## config.mk

```make
export PLATFORM = sky130hd
export DESIGN_NAME = nfc_status_poller_flat
export DESIGN_NICKNAME = d
export VERILOG_FILES = /design/src/rtl/nfc_status_poller_if.sv /design/src/rtl/nfc_status_poller.sv /design/src/flat_wrapper.sv
export SDC_FILE = /design/constraint.sdc
export NUM_CORES = 1
export LEC_CHECK = 0
export BUFFER_PORTS_ARGS = -buffer_cell sky130_fd_sc_hd__buf_2
export CAP_MARGIN = 20
export CORE_ASPECT_RATIO = 1.5
export CORE_MARGIN = 5
export CORE_UTILIZATION = 49
export DETAILED_ROUTE_END_ITERATION = 16
export GPL_TIMING_DRIVEN = 0
export HOLD_SLACK_MARGIN = 0.08
export PLACE_DENSITY = 0.79
export SKIP_LAST_GASP = 1
export SLEW_MARGIN = 0
export SYNTH_ARGS = -nofsm -noshare
export SYNTH_HDL_FRONTEND = slang
export SYNTH_SLANG_ARGS = --single-unit
```

## constraint.sdc

```tcl
create_clock -name iSystemClock -period 2.7 [get_ports iSystemClock]
set_input_delay 0.135 -clock iSystemClock [delete_from_list [all_inputs] [get_ports iSystemClock]]
set_output_delay 0.135 -clock iSystemClock [all_outputs]
set_load 0.005 [all_outputs]
```

## src/rtl/nfc_status_poller_if.sv

```systemverilog
// rtl/nfc_status_poller_if.sv - poll request/result and read-status executor signals of the status poller
interface nfc_status_poller_if #(
    parameter int NumberOfWays = 4
);
    logic                    iPollValid;
    logic                    oPollReady;
    logic [NumberOfWays-1:0] iPollWay;
    logic [23:0]             iPollRow;
    logic                    iPollEnhanced;
    logic                    oDone;
    logic                    oReady;
    logic                    oFail;
    logic                    oTimeout;
    logic [7:0]              oStatusByte;
    logic [15:0]             oPollCount;
    logic [5:0]              oRS_Opcode;
    logic [4:0]              oRS_TargetID;
    logic                    oRS_CMDValid;
    logic                    iRS_CMDReady;
    logic [NumberOfWays-1:0] oRS_WaySelect;
    logic [23:0]             oRS_RowAddress;
    logic                    iRS_LastStep;
    logic [23:0]             iRS_Status;
    logic                    iRS_StatusValid;

    modport slave (
        input  iPollValid, iPollWay, iPollRow, iPollEnhanced,
        input  iRS_CMDReady, iRS_LastStep, iRS_Status, iRS_StatusValid,
        output oPollReady, oDone, oReady, oFail, oTimeout, oStatusByte, oPollCount,
        output oRS_Opcode, oRS_TargetID, oRS_CMDValid, oRS_WaySelect, oRS_RowAddress
    );

    modport master (
        output iPollValid, iPollWay, iPollRow, iPollEnhanced,
        output iRS_CMDReady, iRS_LastStep, iRS_Status, iRS_StatusValid,
        input  oPollReady, oDone, oReady, oFail, oTimeout, oStatusByte, oPollCount,
        input  oRS_Opcode, oRS_TargetID, oRS_CMDValid, oRS_WaySelect, oRS_RowAddress
    );
endinterface

```

## src/rtl/nfc_status_poller.sv

```systemverilog
// rtl/nfc_status_poller.sv - repeats NAND read-status commands until SR[6] is set or the poll budget runs out
module nfc_status_poller #(
    parameter int          NumberOfWays    = 4,
    parameter logic [5:0]  StatusCommandID = 6'b000111,
    parameter logic [15:0] MaxPolls        = 16'd1000,
    parameter logic [7:0]  PollInterval    = 8'd16
) (
    input  logic               iSystemClock,
    input  logic               iReset,
    nfc_status_poller_if.slave bus
);

    typedef enum logic [2:0] {
        S_IDLE,
        S_ISSUE,
        S_WAIT,
        S_EVAL,
        S_GAP,
        S_DONE
    } state_t;

    state_t                  state;
    state_t                  next_state;
    logic [NumberOfWays-1:0] way_q;
    logic [23:0]             row_q;
    logic                    enh_q;
    logic [15:0]             poll_count;
    logic [7:0]              status_byte;
    logic [7:0]              gap_count;
    logic                    ready_q;
    logic                    fail_q;
    logic                    timeout_q;
    logic                    poll_ready;
    logic                    cmd_valid;
    logic                    done_pulse;
    logic [15:0]             unused_status_hi;

    assign unused_status_hi = bus.iRS_Status[23:8];

    always_ff @(posedge iSystemClock or posedge iReset) begin
        if (iReset) begin
            state <= S_IDLE;
        end else begin
            state <= next_state;
        end
    end

    always_comb begin
        next_state = state;
        poll_ready = 1'b0;
        cmd_valid  = 1'b0;
        done_pulse = 1'b0;
        case (state)
            S_IDLE: begin
                poll_ready = 1'b1;
                if (bus.iPollValid) next_state = S_ISSUE;
            end
            S_ISSUE: begin
                cmd_valid = 1'b1;
                if (bus.iRS_CMDReady) next_state = S_WAIT;
            end
            S_WAIT: begin
                if (bus.iRS_LastStep) next_state = S_EVAL;
            end
            S_EVAL: begin
                if (status_byte[6] || (poll_count == MaxPolls)) next_state = S_DONE;
                else next_state = S_GAP;
            end
            S_GAP: begin
                if (gap_count == 8'd0) next_state = S_ISSUE;
            end
            S_DONE: begin
                done_pulse = 1'b1;
                next_state = S_IDLE;
            end
            default: next_state = S_IDLE;
        endcase
    end

    // A poll starts from a zero byte so a LastStep without any StatusValid reads as not ready.
    always_ff @(posedge iSystemClock or posedge iReset) begin
        if (iReset) begin
            way_q       <= '0;
            row_q       <= '0;
            enh_q       <= 1'b0;
            poll_count  <= '0;
            status_byte <= '0;
            gap_count   <= '0;
            ready_q     <= 1'b0;
            fail_q      <= 1'b0;
            timeout_q   <= 1'b0;
        end else begin
            case (state)
                S_IDLE: begin
                    if (bus.iPollValid) begin
                        way_q      <= bus.iPollWay;
                        row_q      <= bus.iPollRow;
                        enh_q      <= bus.iPollEnhanced;
                        poll_count <= '0;
                        ready_q    <= 1'b0;
                        fail_q     <= 1'b0;
                        timeout_q  <= 1'b0;
                    end
                end
                S_ISSUE: begin
                    status_byte <= '0;
                    if (bus.iRS_CMDReady) poll_count <= poll_count + 16'd1;
                end
                S_WAIT: begin
                    if (bus.iRS_StatusValid) status_byte <= bus.iRS_Status[7:0];
                end
                S_EVAL: begin
                    if (status_byte[6]) begin
                        ready_q <= 1'b1;
                        fail_q  <= status_byte[0];
                    end else if (poll_count == MaxPolls) begin
                        timeout_q <= 1'b1;
                    end else begin
                        gap_count <= PollInterval;
                    end
                end
                S_GAP: begin
                    if (gap_count != 8'd0) gap_count <= gap_count - 8'd1;
                end
                default: ;
            endcase
        end
    end

    assign bus.oPollReady     = poll_ready;
    assign bus.oDone          = done_pulse;
    assign bus.oReady         = ready_q;
    assign bus.oFail          = fail_q;
    assign bus.oTimeout       = timeout_q;
    assign bus.oStatusByte    = status_byte;
    assign bus.oPollCount     = poll_count;
    assign bus.oRS_Opcode     = StatusCommandID;
    assign bus.oRS_TargetID   = {4'b0000, enh_q};
    assign bus.oRS_CMDValid   = cmd_valid;
    assign bus.oRS_WaySelect  = way_q;
    assign bus.oRS_RowAddress = row_q;

endmodule

```

## src/flat_wrapper.sv

```systemverilog
// flat-port wrapper written by rule: the top's interface ports become plain ports
module nfc_status_poller_flat 
#(
    parameter int          NumberOfWays    = 4,
    parameter logic [5:0]  StatusCommandID = 6'b000111,
    parameter logic [15:0] MaxPolls        = 16'd1000,
    parameter logic [7:0]  PollInterval    = 8'd16
)
  (iSystemClock, iReset, bus_iPollValid, bus_iPollWay, bus_iPollRow, bus_iPollEnhanced, bus_iRS_CMDReady, bus_iRS_LastStep, bus_iRS_Status, bus_iRS_StatusValid, bus_oPollReady, bus_oDone, bus_oReady, bus_oFail, bus_oTimeout, bus_oStatusByte, bus_oPollCount, bus_oRS_Opcode, bus_oRS_TargetID, bus_oRS_CMDValid, bus_oRS_WaySelect, bus_oRS_RowAddress);
  nfc_status_poller_if #(.NumberOfWays(NumberOfWays)) bus_i ();
  input  logic iSystemClock;
  input  logic iReset;
  input wire logic [$bits(bus_i.iPollValid)-1:0] bus_iPollValid;
  input wire logic [$bits(bus_i.iPollWay)-1:0] bus_iPollWay;
  input wire logic [$bits(bus_i.iPollRow)-1:0] bus_iPollRow;
  input wire logic [$bits(bus_i.iPollEnhanced)-1:0] bus_iPollEnhanced;
  input wire logic [$bits(bus_i.iRS_CMDReady)-1:0] bus_iRS_CMDReady;
  input wire logic [$bits(bus_i.iRS_LastStep)-1:0] bus_iRS_LastStep;
  input wire logic [$bits(bus_i.iRS_Status)-1:0] bus_iRS_Status;
  input wire logic [$bits(bus_i.iRS_StatusValid)-1:0] bus_iRS_StatusValid;
  output wire logic [$bits(bus_i.oPollReady)-1:0] bus_oPollReady;
  output wire logic [$bits(bus_i.oDone)-1:0] bus_oDone;
  output wire logic [$bits(bus_i.oReady)-1:0] bus_oReady;
  output wire logic [$bits(bus_i.oFail)-1:0] bus_oFail;
  output wire logic [$bits(bus_i.oTimeout)-1:0] bus_oTimeout;
  output wire logic [$bits(bus_i.oStatusByte)-1:0] bus_oStatusByte;
  output wire logic [$bits(bus_i.oPollCount)-1:0] bus_oPollCount;
  output wire logic [$bits(bus_i.oRS_Opcode)-1:0] bus_oRS_Opcode;
  output wire logic [$bits(bus_i.oRS_TargetID)-1:0] bus_oRS_TargetID;
  output wire logic [$bits(bus_i.oRS_CMDValid)-1:0] bus_oRS_CMDValid;
  output wire logic [$bits(bus_i.oRS_WaySelect)-1:0] bus_oRS_WaySelect;
  output wire logic [$bits(bus_i.oRS_RowAddress)-1:0] bus_oRS_RowAddress;
  assign bus_i.iPollValid = bus_iPollValid;
  assign bus_i.iPollWay = bus_iPollWay;
  assign bus_i.iPollRow = bus_iPollRow;
  assign bus_i.iPollEnhanced = bus_iPollEnhanced;
  assign bus_i.iRS_CMDReady = bus_iRS_CMDReady;
  assign bus_i.iRS_LastStep = bus_iRS_LastStep;
  assign bus_i.iRS_Status = bus_iRS_Status;
  assign bus_i.iRS_StatusValid = bus_iRS_StatusValid;
  assign bus_oPollReady = bus_i.oPollReady;
  assign bus_oDone = bus_i.oDone;
  assign bus_oReady = bus_i.oReady;
  assign bus_oFail = bus_i.oFail;
  assign bus_oTimeout = bus_i.oTimeout;
  assign bus_oStatusByte = bus_i.oStatusByte;
  assign bus_oPollCount = bus_i.oPollCount;
  assign bus_oRS_Opcode = bus_i.oRS_Opcode;
  assign bus_oRS_TargetID = bus_i.oRS_TargetID;
  assign bus_oRS_CMDValid = bus_i.oRS_CMDValid;
  assign bus_oRS_WaySelect = bus_i.oRS_WaySelect;
  assign bus_oRS_RowAddress = bus_i.oRS_RowAddress;
  nfc_status_poller #(.NumberOfWays(NumberOfWays), .StatusCommandID(StatusCommandID), .MaxPolls(MaxPolls), .PollInterval(PollInterval)) u_core (.iSystemClock(iSystemClock), .iReset(iReset), .bus(bus_i));
endmodule
```

* After elaboration in Yosys (flattened, before gate mapping)
Index checks and enable logic that the tools add are counted.
Storage, ports and cells: bits in registers 67, output and inout port bits 69, word-level logic and storage cells 69
Operators by class: $add $sub $neg 2, equality and inequality tests 16, multiplexer cells 26, reduce and logical (&&, ||, !) cells 15
Operators with widths (number):
- 16-bit 2-to-1 mux | 2
- 8-bit 2-to-1 mux | 4
- 16-bit one-hot mux with 2 select lines | 1
- 8-bit one-hot mux with 2 select lines | 2
- 16-bit by 1-bit adder with 16-bit output (second input constant) | 1
- 16-bit by 10-bit equality test with 1-bit output (second input constant) | 1
- 3-bit one-hot mux with 5 select lines | 1
- 3-bit 2-to-1 mux | 4
- 2-bit != test (second input constant) | 6
- 4-bit AND reduction | 3
- 1-bit 2-to-1 mux | 9
- 8-bit logical NOT | 1
- 2-bit by 1-bit != test with 1-bit output (second input constant) | 4
- 2-bit nonzero test | 4
- 8-bit nonzero test | 1
- 8-bit by 1-bit subtractor with 8-bit output (second input constant) | 1
- 3-bit by 2-bit equality test with 1-bit output (second input constant) | 2
- 3-bit equality test (second input constant) | 2
- 1-bit one-hot mux with 2 select lines | 3
- 3-bit AND reduction | 2
- 2-bit AND reduction | 2
- 3-bit by 1-bit equality test with 1-bit output (second input constant) | 1
- 3-bit logical NOT | 1
- 1-bit logical OR | 1

* Longest topological paths before layout
depth in word-level cells 4, depth in mapped cells 7, mapped depth without buffers 6

* Least setup slack after synthesis
No wires, ideal clock.
path kind reg-to-reg, from register u_core.state[2], to register u_core.poll_count[13], in the netlist u_core.bus.oPollCount[13], setup time 0.078 ns, arrival 1.824 ns, data required time 2.622 ns, setup slack 0.798 ns, cell stages (with the launch flop) 7, buffers on the path 2, cells stage by stage dfrtp_1 -> buf_6 -> or2_4 -> or3_1 -> buf_2 -> or4_1 -> a21oi_1
Between the ends: word-level cells in the longest chain between the ends 3, elaborated cells between the ends (all ways) 7, those cells by class 3 x eq/ne; 1 x mux; 3 x reduce/logical
Ends and longest elaborated chain:
- start: declaration | RTL line nfc_status_poller.sv:22 | state_t state;
- start signal: assignment | RTL line nfc_status_poller.sv:44 | state <= next_state;
- 3-bit by 1-bit equality test with 1-bit output or 3-bit logical NOT (tied branches) | RTL line nfc_status_poller.sv:93 | case (state)
- 2-bit != test (no source line) or 2-bit nonzero test (tied branches)
- 3-bit AND reduction (no source line)
- end signal: assignment | RTL line nfc_status_poller.sv:107 | if (bus.iRS_CMDReady) poll_count <= poll_count + 16'd1;
- end: declaration | RTL line nfc_status_poller.sv:27 | logic [15:0] poll_count;
Parallel ways exist; a longest one is shown, timed or not. A chain may end at the register's enable or synchronous reset.

* Worst setup path in the final report
from register u_core.state[1], to register u_core.gap_count[3]
Between the ends: word-level cells in the longest chain between the ends 3, elaborated cells between the ends (all ways) 8, those cells by class 5 x eq/ne; 1 x mux; 2 x reduce/logical
Ends and longest elaborated chain:
- 3-bit equality test or 3-bit by 2-bit equality test with 1-bit output (tied branches) | RTL line nfc_status_poller.sv:93
- 2-bit by 1-bit != test with 1-bit output (no source line), or another cell as far along
- 4-bit AND reduction (no source line)
- end signal: assignment | RTL line nfc_status_poller.sv:119 | gap_count <= PollInterval;
- end signal: assignment | RTL line nfc_status_poller.sv:123 | if (gap_count != 8'd0) gap_count <= gap_count - 8'd1;
- end: declaration | RTL line nfc_status_poller.sv:29 | logic [7:0] gap_count;
Parallel ways exist; a longest one is shown, timed or not.

==> qor.json <==
{
  "buffer_ports.inserted": {"value": 101},
  "final.period_utilization": {"value": 0.8068},
  "report.final.slew_viol_count": {"value": 0},
  "min_period": {"value": 2178, "unit": "ps"},
  "result_of_the_run": {"value": "completed"},
  "netlist.area_leader.share": {"value": 0.5186},
  "vdd.ir_drop.worst": {"value": 0.6082, "unit": "mV"},
  "drt-initial-drc-count": {"value": 200},
  "setup_repair_after_global_routing_missed_its_margin": {"value": "false"},
  "post_cts_buffers": {"value": 0},
  "cts_tree": {"value": "yes"},
  "critPathLaunchType": {"value": "register"},
  "power_per_cell_area": {"value": 923.7, "unit": "nW/µm²"},
  "slowest_stage": {"value": "nor3_1"},
  "synth_enable_flop_cells": {"value": 0},
  "post_cts_resize_count": {"value": 0},
  "worst_setup_hold_path_clk_slew": {"value": 70, "unit": "ps"},
  "yosys_warnings": {"value": 0},
  "synthArstFlopShare": {"value": 1.000},
  "yosysUniqueCellTypes": {"value": 47},
  "global_route.usage.total": {"value": 0.2298},
  "timing.final.ws_setup": {"value": 521.7, "unit": "ps"},
  "first_global_vias": {"value": 3294},
  "max-cap-violations": {"value": 0},
  "synth_top_area_cell": {"value": "dfrtp_1"},
  "seq_area_frac_synth": {"value": 0.5186},
  "synth_top_flop_cell": {"value": "dfrtp_1"},
  "cts-root-buf": {"value": "clkbuf_8"},
  "synthMostInstantiatedCell": {"value": "nand2_1"},
  "timing_hold_violations_final": {"value": 0},
  "floorplan.core_area": {"value": 6486, "unit": "µm²"},
  "rr_startpoint": {"value": "u_core.state[1]"},
  "hold_path_startpoint": {"value": "bus_iRS_Status[2]"},
  "ys_ff_latch": {"value": 67},
  "die_w": {"value": 76.33, "unit": "µm"},
  "cp.buffers_inverters": {"value": 1},
  "post_synth_inst_count": {"value": 363},
  "numCtsBuffers": {"value": 9},
  "dieHeight": {"value": 109.5, "unit": "µm"},
  "clock_sinks": {"value": 67},
  "grt_overflow": {"value": 0},
  "power_report.internal_total": {"value": 0.002509, "unit": "W"},
  "final_design_area_no_fill": {"value": 4463, "unit": "µm²"},
  "io_pins": {"value": 128},
  "max_slew_margin": {"value": 0.4531},
  "grt_antenna_before_repair": {"value": 0},
  "wire_length_of_the_first_global_routing_pass": {"value": 15.48, "unit": "mm"},
  "cts.hold.buffers_added": {"value": 38},
  "netSwitchingFraction": {"value": 0.3913},
  "dieArea": {"value": 8356, "unit": "µm²"},
  "detailedPlace.worstSlack": {"value": 531.2, "unit": "ps"},
  "number_of_nets_in_the_finished_design": {"value": 585},
  "dr_total_vias": {"value": 3184},
  "floorplan.rows": {"value": 36},
  "insertion_delay": {"value": 340, "unit": "ps"},
  "crit_chain": {"value": "clkbuf_1 -> nand3_1 -> nor3_1 -> o21ai_0"},
  "syn2layout_area_growth": {"value": 38.04, "unit": "%"},
  "wl_per_cell": {"value": 15.02, "unit": "µm"},
  "power.net_switching": {"value": 0.001613, "unit": "W"},
  "drt.antenna.violating_nets": {"value": 0},
  "fin_cells": {"value": 605},
  "worst_ep_arrival_time": {"value": 2360, "unit": "ps"},
  "critical_path.top_delay_family": {"value": "simple AND/OR/NAND/NOR gates"},
  "syn_area": {"value": 3233, "unit": "µm²"},
  "post_synth_main_area_contributors": {"value": "dfrtp_1 (52%), nand2_1 (13%), a21oi_1 (3.1%)"},
  "setup.worst_path.end_class": {"value": "register"},
  "cts.path.max_buffers": {"value": 2},
  "crit_start": {"value": "u_core.state[1]"},
  "required": {"value": 2890, "unit": "ps"},
  "drt-total-wl": {"value": 9.088, "unit": "mm"},
  "max_slew.worst_pin.slew": {"value": 814.1, "unit": "ps"},
  "cts_htree_levels": {"value": 3},
  "slowest_delay": {"value": 720, "unit": "ps"},
  "grt_start_max_net_pins": {"value": 37},
  "placement.cell_area": {"value": 3884, "unit": "µm²"},
  "worst_clock_skew": {"value": 8.365, "unit": "ps"},
  "post_route_cells_drive_above_1_share": {"value": 0.2543},
  "remaining_drc_errors": {"value": 0},
  "pwr-share-clk": {"value": 0.198},
  "synth_top_cells_by_count": {"value": "nand2_1 (115), dfrtp_1 (67), a21oi_1 (20), o21ai_0 (16), clkbuf_1 (14)"},
  "worstSetupPathType": {"value": "reg2reg"},
  "share_comb_of_total_power": {"value": 0.410},
  "drt-vias-per-instance": {"value": 5.263},
  "hpwl": {"value": 6.121, "unit": "mm"},
  "hold_path.class": {"value": "in2reg"},
  "power.leakage": {"value": 2.306, "unit": "nW"},
  "dpl.cell_count": {"value": 549},
  "power.sequential.fraction": {"value": 0.392},
  "totalNegativeSetupSlack": {"value": 0, "unit": "ps"},
  "critPathMaxFanout": {"value": 10},
  "syn_avg_cell_area": {"value": 8.907, "unit": "µm²"},
  "initial_core_util": {"value": 0.4985},
  "setup_viol_count_final": {"value": 0},
  "gpl.final_weighted_congestion": {"value": 0.8628},
  "design_power_total": {"value": 0.004122, "unit": "W"},
  "drt-pass1-iter-count": {"value": 5},
  "max_freq": {"value": 459.1, "unit": "MHz"}
}
[per-stage QoR]
stage,util,hold slack (ps)
after floorplan,-,240.4
after global placement,0.5957,323.1
after detailed placement,0.5988,288.1
after CTS,0.6873,103.8
after global routing,0.6873,93.26
final,0.6881,112.4
[final cells by class]
cell class | count | area, µm²
tap | 76 | 95.09
sequential | 67 | 1677
fill | 516 | 2023
multi-input combinational | 266 | 1394
inverter | 10 | 37.54
clock buffer | 11 | 141.4
antenna | 2 | 5.005
timing repair buffer | 140 | 905.9
buffer | 28 | 155.1
clock inverter | 5 | 52.55
[worst reg2reg max path, cell delays in order (launching register included)]
cell and delay (ps):
dfrtp_1 440, clkbuf_1 410, nand3_1 240, nor3_1 720
o21ai_0 210
[state kept, by name (all words and copies together), names as in the netlist]
register	count
u_core.bus.oRS_RowAddress	24
u_core.bus.oPollCount	16
u_core.bus.oStatusByte	8
u_core.gap_count	8
u_core.bus.oRS_WaySelect	4
u_core.state	3
u_core.bus.oFail	1
u_core.bus.oReady	1
u_core.bus.oTimeout	1
u_core.enh_q	1
[cells by family after synthesis]
logic type	synth area share
AND/OR/NAND/NOR	0.2593
flip-flops	0.5186
AO/OA/AOI/OAI	0.1099
buffers and inverters	0.05960
XOR/XNOR	0.01896
multiplexers	0.01587
adder cells (fa/ha/maj)	0.01548
other	0.002323
[power groups by stage]
| stage | logic, W | clock network (W) | registers [W] |
|---|---|---|---|
| 2_1_floorplan | 0.000964 | 0 | 0.00162 |
| 5_1_grt | 0.00193 | 0.000877 | 0.00167 |
| 3_3_place_gp | 0.00157 | 0 | 0.00160 |
| 3_5_place_dp | 0.00163 | 0 | 0.00162 |
| 6_report | 0.00169 | 0.000817 | 0.00162 |
| 4_1_cts | 0.00168 | 0.000843 | 0.00161 |
[routing by layer]
metal / track usage / vias to the layer above / wire length, µm
li1: - / 1528 / -
met1: 0.2604 / 1524 / 3520
met2: 0.3958 / 103 / 4750
met3: 0.05820 / 29 / 523
met4: 0.1275 / 0 / 294
met5: 0 / - / 0
[placed cells by master, fill, tap and decap left out, types with 4 or more instances in the layout]
cell	count
nand2_1	115
buf_2	102
dfrtp_1	67
dlygate4sd3_1	38
a21oi_1	20
o21ai_0	16
clkbuf_1	15
nor2_1	12
buf_4	11
nand3_1	10
nor2b_1	10
conb_1	10
clkbuf_8	10
inv_1	9
o31ai_1	5
nor3_1	4
and3_1	4
mux2i_1	4
or3_1	4
xor2_1	4
ha_1	4
[path summary, 6_finish.rpt]
check	end	slack, ps	cells after the start
setup reg to reg	u_core.gap_count[3]	520	4
max in group asynchronous	u_core.bus.oStatusByte[7]	1610	4
min in group asynchronous	u_core.bus.oRS_RowAddress[1]	470	3
setup / recovery	u_core.gap_count[3]	520	4
hold reg to reg	u_core.bus.oRS_RowAddress[11]	480	2
hold / removal	u_core.bus.oStatusByte[2]	110	3
No activity file was read; power rests on OpenSTA's default activity.
